`src/rtl/fetch_pkg.sv`:
```
// rtl/fetch_pkg.sv - shared defaults and queue entry type for the instruction fetch unit
package fetch_pkg;
  localparam int DATA_W_DEF = 32;
  localparam int PC_W_DEF   = 9;
  localparam int DEPTH_DEF  = 4;

  typedef struct packed {
    logic [PC_W_DEF-1:0]   pc;
    logic [DATA_W_DEF-1:0] instr;
  } fetch_entry_t;
endpackage

```
`src/rtl/fetch_if.sv`:
```
// rtl/fetch_if.sv - fetch unit bus: instruction memory port plus decode-side queue head
interface fetch_if #(
  parameter int DATA_W = 32,
  parameter int PC_W   = 9,
  parameter int DEPTH  = 4
) ();
  logic                       imem_req;
  logic [PC_W-1:0]            imem_addr;
  logic [DATA_W-1:0]          imem_rdata;
  logic                       stall;
  logic                       redirect;
  logic [PC_W-1:0]            redirect_pc;
  logic                       instr_valid;
  logic [DATA_W-1:0]          instr;
  logic [PC_W-1:0]            instr_pc;
  logic [$clog2(DEPTH+1)-1:0] queue_count;

  modport master (
    output imem_req, imem_addr, instr_valid, instr, instr_pc, queue_count,
    input  imem_rdata, stall, redirect, redirect_pc
  );

  modport slave (
    input  imem_req, imem_addr, instr_valid, instr, instr_pc, queue_count,
    output imem_rdata, stall, redirect, redirect_pc
  );
endinterface

```
`src/rtl/fetch_fifo.sv`:
```
// rtl/fetch_fifo.sv - prefetch queue: synchronous FIFO with flush and occupancy count
module fetch_fifo
  import fetch_pkg::*;
#(
  parameter type entry_t = fetch_entry_t,
  parameter int  DEPTH   = DEPTH_DEF
) (
  input  logic                       clk,
  input  logic                       reset,
  input  logic                       flush,
  input  logic                       push,
  input  entry_t                     wdata,
  input  logic                       pop,
  output entry_t                     rdata,
  output logic [$clog2(DEPTH+1)-1:0] count
);
  localparam int AW = $clog2(DEPTH);
  localparam int CW = $clog2(DEPTH + 1);

  entry_t          r_mem [DEPTH];
  logic [AW-1:0]   r_wr;
  logic [AW-1:0]   r_rd;
  logic [CW-1:0]   r_count;

  always_ff @(posedge clk or posedge reset) begin
    if (reset) begin
      r_wr    <= '0;
      r_rd    <= '0;
      r_count <= '0;
    end else if (flush) begin
      r_wr    <= '0;
      r_rd    <= '0;
      r_count <= '0;
    end else begin
      if (push) r_wr <= r_wr + AW'(1);
      if (pop)  r_rd <= r_rd + AW'(1);
      case ({push, pop})
        2'b10:   r_count <= r_count + CW'(1);
        2'b01:   r_count <= r_count - CW'(1);
        default: r_count <= r_count;
      endcase
    end
  end

  always_ff @(posedge clk) begin
    if (push && !flush) r_mem[r_wr] <= wdata;
  end

  always @(posedge clk) begin
    if (!reset) assert (!(push && !flush && r_count == CW'(DEPTH)));
  end

  // Empty queue presents all-zero head rather than stale storage
  assign rdata = (r_count != '0) ? r_mem[r_rd] : '0;
  assign count = r_count;
endmodule

```
`src/rtl/fetch_unit.sv`:
```
// rtl/fetch_unit.sv - instruction fetch: PC sequencing, request throttling, redirect flush
module fetch_unit
  import fetch_pkg::*;
#(
  parameter int DATA_W = DATA_W_DEF,
  parameter int PC_W   = PC_W_DEF,
  parameter int DEPTH  = DEPTH_DEF
) (
  input logic     clk,
  input logic     reset,
  fetch_if.master bus
);
  localparam int CW = $clog2(DEPTH + 1);
  localparam logic [CW:0] DEPTH_C = (CW+1)'(DEPTH);

  typedef struct packed {
    logic [PC_W-1:0]   pc;
    logic [DATA_W-1:0] instr;
  } entry_t;

  logic [PC_W-1:0] r_pc;
  logic [PC_W-1:0] r_inflight_pc;
  logic            r_inflight;

  logic            w_req;
  logic            w_push;
  logic            w_pop;
  logic            w_valid;
  logic [CW-1:0]   w_count;
  logic [CW:0]     w_occ;
  entry_t          w_wdata;
  entry_t          w_head;

  // Slots already promised to an outstanding response count as occupied
  assign w_occ   = {1'b0, w_count} + {{CW{1'b0}}, r_inflight};
  assign w_req   = !reset && !bus.redirect && (w_occ < DEPTH_C);
  assign w_valid = (w_count != '0);
  assign w_push  = r_inflight && !bus.redirect;
  assign w_pop   = w_valid && !bus.stall && !bus.redirect;
  assign w_wdata = '{pc: r_inflight_pc, instr: bus.imem_rdata};

  always_ff @(posedge clk or posedge reset) begin
    if (reset) begin
      r_pc          <= '0;
      r_inflight    <= 1'b0;
      r_inflight_pc <= '0;
    end else if (bus.redirect) begin
      r_pc       <= bus.redirect_pc & ~PC_W'(3);
      r_inflight <= 1'b0;
    end else begin
      r_inflight    <= w_req;
      r_inflight_pc <= r_pc;
      if (w_req) r_pc <= r_pc + PC_W'(4);
    end
  end

  fetch_fifo #(
    .entry_t (entry_t),
    .DEPTH   (DEPTH)
  ) u_fifo (
    .clk   (clk),
    .reset (reset),
    .flush (bus.redirect),
    .push  (w_push),
    .wdata (w_wdata),
    .pop   (w_pop),
    .rdata (w_head),
    .count (w_count)
  );

  assign bus.imem_req    = w_req;
  assign bus.imem_addr   = r_pc;
  assign bus.instr_valid = w_valid;
  assign bus.instr       = w_head.instr;
  assign bus.instr_pc    = w_head.pc;
  assign bus.queue_count = w_count;
endmodule

```
`src/flat_wrapper.sv`:
```
// flat-port wrapper written by rule: the top's interface ports become plain ports
module fetch_unit_flat import fetch_pkg::*;
#(
  parameter int DATA_W = DATA_W_DEF,
  parameter int PC_W   = PC_W_DEF,
  parameter int DEPTH  = DEPTH_DEF
)
  (clk, reset, bus_imem_req, bus_imem_addr, bus_instr_valid, bus_instr, bus_instr_pc, bus_queue_count, bus_imem_rdata, bus_stall, bus_redirect, bus_redirect_pc);
  fetch_if #(.DATA_W(DATA_W), .PC_W(PC_W), .DEPTH(DEPTH)) bus_i ();
  input logic clk;
  input logic reset;
  output wire logic [$bits(bus_i.imem_req)-1:0] bus_imem_req;
  output wire logic [$bits(bus_i.imem_addr)-1:0] bus_imem_addr;
  output wire logic [$bits(bus_i.instr_valid)-1:0] bus_instr_valid;
  output wire logic [$bits(bus_i.instr)-1:0] bus_instr;
  output wire logic [$bits(bus_i.instr_pc)-1:0] bus_instr_pc;
  output wire logic [$bits(bus_i.queue_count)-1:0] bus_queue_count;
  input wire logic [$bits(bus_i.imem_rdata)-1:0] bus_imem_rdata;
  input wire logic [$bits(bus_i.stall)-1:0] bus_stall;
  input wire logic [$bits(bus_i.redirect)-1:0] bus_redirect;
  input wire logic [$bits(bus_i.redirect_pc)-1:0] bus_redirect_pc;
  assign bus_imem_req = bus_i.imem_req;
  assign bus_imem_addr = bus_i.imem_addr;
  assign bus_instr_valid = bus_i.instr_valid;
  assign bus_instr = bus_i.instr;
  assign bus_instr_pc = bus_i.instr_pc;
  assign bus_queue_count = bus_i.queue_count;
  assign bus_i.imem_rdata = bus_imem_rdata;
  assign bus_i.stall = bus_stall;
  assign bus_i.redirect = bus_redirect;
  assign bus_i.redirect_pc = bus_redirect_pc;
  fetch_unit #(.DATA_W(DATA_W), .PC_W(PC_W), .DEPTH(DEPTH)) u_core (.clk(clk), .reset(reset), .bus(bus_i));
endmodule
```
`config.mk`:
```
export PLATFORM = sky130hd
export DESIGN_NAME = fetch_unit_flat
export DESIGN_NICKNAME = d
export VERILOG_FILES = /design/src/rtl/fetch_pkg.sv /design/src/rtl/fetch_if.sv /design/src/rtl/fetch_fifo.sv /design/src/rtl/fetch_unit.sv /design/src/flat_wrapper.sv
export SDC_FILE = /design/constraint.sdc
export NUM_CORES = 1
export LEC_CHECK = 0
export ABC_AREA = 1
export CORE_AREA = 2 2 118 120
export DETAILED_ROUTE_END_ITERATION = 7
export DIE_AREA = 0 0 120 122
export PLACE_DENSITY_LB_ADDON = 0.1
export RECOVER_POWER = 100
export SYNTH_ARGS = -nofsm -noshare
export SYNTH_HDL_FRONTEND = slang
export SYNTH_SLANG_ARGS = --single-unit
```
`constraint.sdc`:
```
create_clock -name clk -period 3.7 [get_ports clk]
set_input_delay 0.74 -clock clk [delete_from_list [all_inputs] [get_ports clk]]
set_output_delay 0.74 -clock clk [all_outputs]
set_load 0.02 [all_outputs]
```
[Yosys cells after proc, flatten, opt, wreduce, memory -nomap -nowiden]
Memories as Yosys holds them, arrays and structs flattened.
Cells that the tools add are included.
Cells by class
  add/sub/neg operators: 6
  $lt $le $gt $ge: 1
  equal/unequal tests: 2
  mux-type cells: 12
  reduce and logical (&&, ||, !) cells: 14
Operator list (number)
  $mux 41: 1
  $mux 9: 2
  $add 9x3->9 const B: 1
  $mux 2: 4
  $logic_and 1x1->1: 6
  $pmux 3 s2: 1
  $reduce_bool 2->1: 3
  $reduce_bool 3->1: 2
  $add 2x1->2 const B: 2
  $add 3x1->4: 1
  $lt 4x3->1 const B: 1
  $add 3x1->3 const B: 1
  $logic_not 1->1: 3
  $mux 1: 3
  $mux 3: 1
  $sub 3x1->3 const B: 1
  $eq 2x1->1 const B: 1
  $eq 2x2->1 const B: 1
Storage, ports and cells
  bits in registers: 26
  memory bits (writable): 164
  input port bits: 45
  memories: 1
Memories
  u_core.u_fifo.r_mem: depth 4, bits a word 41, rd ports 1, clocked after memory_dff 0, write ports 1, line fetch_fifo.sv:20  | entry_t r_mem [DEPTH];

[Depth between registers and ports, before layout]
  depth in word-level cells: 6
  depth in mapped cells: 11

[By module]
Synthesis repeated with hierarchy kept, for this count alone.
Unflattened totals
  cells, all modules: 777
  area total of the unflattened synthesis: 8059.0 um^2
By module, submodules not included
  fetch_fifo: instances 1, cells an instance 668, area each 7225.7 um^2, sequential area each 5099.9 um^2
  fetch_unit: instances 1, cells an instance 109, area each 833.3 um^2, sequential area each 375.4 um^2

[Least setup slack after synthesis]
OpenSTA, ideal clock, no wires.
  path type: input port to flip-flop
  start: input bus_redirect
  end: memory u_core.u_fifo.r_mem[0][0] (netlist name) (enable)
  setup time: 0.435 ns
  data arrival time: 2.778 ns
  data required time: 3.265 ns
  slack: 0.486 ns
  stages: 4
  buffers on the path: 1
  path through: inv_1 -> buf_2 -> nand2_1 -> nor2_1
Between the ends
  cells in the longest elaborated chain, start to end: 5
Ends and longest elaborated chain
  from (decl): line flat_wrapper.sv:20  | input wire logic [$bits(bus_i.redirect)-1:0] bus_redirect;
  $logic_not 1->1 *: line fetch_fifo.sv:46, fetch_unit.sv:38
  $logic_and 1x1->1: line fetch_unit.sv:38  | assign w_push = r_inflight && !bus.redirect;
  $logic_and 1x1->1 *: line fetch_fifo.sv:46  | if (push && !flush) r_mem[r_wr] <= wdata;
  $mux 1 *: line fetch_fifo.sv:46
  $mux 1 (implied by the code) *: line fetch_fifo.sv:46
  to (decl): line fetch_fifo.sv:20
Every way passes the cells marked *; elsewhere a longest branch is shown, timed or not.

[Final worst setup path]
  start: register u_core.u_fifo.r_rd[1]
  end: output bus_instr[7]
Between the ends
  cells in the longest elaborated chain, start to end: 2
Ends and longest elaborated chain
  from (decl): line fetch_fifo.sv:22  | logic [AW-1:0] r_rd;
  from (signal assigned): line fetch_fifo.sv:36  | if (pop) r_rd <= r_rd + AW'(1);
  $mem_v2 4x41
  $mux 41: line fetch_fifo.sv:54  | assign rdata = (r_count != '0) ? r_mem[r_rd] : '0;
  to (decl): line flat_wrapper.sv:15  | output wire logic [$bits(bus_i.instr)-1:0] bus_instr;
No other way between the ends.

==> out/qor.yml <==
dieWidth_um: 120
post-cts-setup-buffers: 0
vias_per_cell: 5.38
htreeDepth: 4
holdBufCountCts: 0
dieArea_um2: 14600
rsz0062_at_grt: "false"
drc_errors: 0
holdCritPathClass: "reg -> reg"
fin_nets: 760
yosysUniqueCellTypes: 32
worstSetupPathType: "reg -> out"
ys_seq_elements: 178
p_total_mw: 4.67
leakage_nw: 3.33
cp-start-kind: "flop"
gp_congestion: 0.772
antennaDiodeCount: 0
synthesis.area_um2: 7270
period_share_pct: 93.4
synth_cells: 615
synth_area_leader_cell: "edfxtp_1"
drt_pre_antenna_iters: 4
grt_pass1_vias: 4630
antenna_found_initial: 0
skew_ns: 0.00662
detail-route-antenna-nets: 0
cp.arrival_ns: 2.72
setup_viol: 0
route.vias.total: 4852
grt_pass1_wl_mm: 23.4
cts_buffers: 17
drv_cap: 0
rows: 43
cts_tree: "built"
synth.avg_cell_area_um2: 11.8
hold_slack_ns: 0.522
slew_headroom_pct: 20.6
tns_ns: 0
clock_latency_ns: 0.42
clockBufferDepth: 2
grt_max_degree: 44
irDropWorstVdd_mv: 0.267
drt-initial-drc-count: 346
finalCriticalPeriod_ns: 3.46
drive_gt1_share_pct: 7.34
root_buffer: "clkbuf_16"
end_kind: "output pin"
power.density_nw_per_um2: 524
port_buffers: 93
status: "complete, no violations"
clkTransAtPathRegs_ns: 0.06
routed_wl_mm: 14.9
yosysWarnings: 0
drv_slew: 0
worstPathRequired_ns: 2.96
synth_top_area_share_pct: 64.4
clock_sinks: 178
initial_utilization_pct: 53.8
fmax_mhz: 289
die_height_um: 122
areaGrowthSynthToFinish_pct: 22.7
hold_viol_final: 0
grt_overflow: 0
tightest_slew_ns: 1.19
dp_hpwl_mm: 8.59
fin_util_pct: 66.0
cp_max_fo: 23
io_pins: 100
cts-resized-gates: 0
yosysSeqAreaShare_pct: 72.0
coreArea_um2: 13500
routedWlPerCell_um: 16.5
grt_usage_pct: 21.4
netlist_top_cells_area: "edfxtp_1 64%, nor2_1 8.7%, dfrtp_1 7.6%"
[layout by cell type (no fill, tap or decap), types with 3 or more instances in the layout]
cell / n
nor2_1: 167
dlygate4sd3_1: 79
o21ai_0: 63
nand3_1: 10
conb_1: 4
nor2_2: 3
o21ai_1: 24
inv_1: 18
dfrtp_1: 20
clkbuf_16: 21
clkbuf_1: 7
clkbuf_2: 3
clkinv_2: 3
a21oi_1: 42
buf_4: 4
inv_2: 3
clkdlybuf4s50_1: 14
nand2_1: 51
edfxtp_1: 156
ha_1: 5
o211ai_1: 3
[layer usage]
metal / wire length (um) / global-route usage, %
met5: 0 / 0
met4: 208 / 7.57
met3: 775 / 5.48
met2: 7520 / 35.8
met1: 6390 / 27.2
[state kept, by name (all words and copies together) (netlist names)]
register and flops:
u_core.r_inflight 1, u_core.bus.imem_addr 7, u_core.u_fifo.count 3, u_core.u_fifo.r_mem 156, u_core.r_inflight_pc 7, u_core.u_fifo.r_rd 2
u_core.u_fifo.r_wr 2
[report_power, final]
part           switching, mW  internal (mW)  leakage (nW)  total, mW
logic                  0.393          0.235          1.35      0.628
clock network          0.701           1.05         0.293       1.75
registers             0.0436           2.25          1.69       2.29
total                   1.14           3.53          3.33       4.67
[cells by family after synthesis]
logic type	after synthesis	share of synthesized area, %
other	1	0.0516
flip-flops	178	72.0
XOR/XNOR	1	0.120
AO/OA/AOI/OAI	134	9.41
AND/OR/NAND/NOR	238	13.0
buffers and inverters	57	4.28
adder cells (fa/ha/maj)	6	1.14
[synth_stat cells, drive strengths merged]
library cell / count
nand3: 10
xnor2: 1
nand2: 53
o211ai: 3
a22oi: 1
nand4: 1
inv: 21
edfxtp: 156
nor3: 2
nor2: 170
buf: 25
fa: 1
dfrtp: 22
or2: 1
conb: 1
nand3b: 1
clkbuf: 11
o21ai: 87
ha: 5
a21oi: 43
[per-stage QoR]
step	instances	cell area [um^2]	worst slack [ns]
floorplan	618	7280	0.486
CTS	902	9010	0.408
global route	902	8920	0.113
detailed placement	870	8410	0.672
finish	902	8920	0.245
global placement	870	8410	0.686
[layout make-up]
class                           instances  area (um^2)
Inverter                               21         78.8
Tap cell                              180          225
Clock buffer                           26          564
Sequential cell                       178         5240
Multi-Input combinational cell        383         1730
Fill cell                            1012         4590
Clock inverter                          6         36.3
Timing Repair Buffer                  108         1050
[critical path, stage by stage (launching register included)]
cell and delay, ns:
dfrtp_2 0.40, inv_2 0.32, clkbuf_2 0.57, nor2_1 0.10
o21ai_1 0.11, a21oi_1 0.10, dlygate4sd3_1 0.68
[path summary, 6_finish.rpt]
path                                         start                         end  slack (ns)  cells after the start
setup / recovery             u_core.u_fifo.r_rd[1]                bus_instr[7]        0.24                      6
hold / removal             u_core.r_inflight_pc[6]  u_core.u_fifo.r_mem[0][38]        0.52                      0
setup reg to reg             u_core.u_fifo.r_wr[0]   u_core.u_fifo.r_mem[2][0]        1.34                      5
hold reg to reg            u_core.r_inflight_pc[6]  u_core.u_fifo.r_mem[0][38]        0.52                      0
max in group asynchronous                    reset       u_core.u_fifo.r_rd[1]        2.17                      2
min in group asynchronous                    reset      u_core.u_fifo.count[2]        0.96                      2
Power figures use the tool's default switching activity.
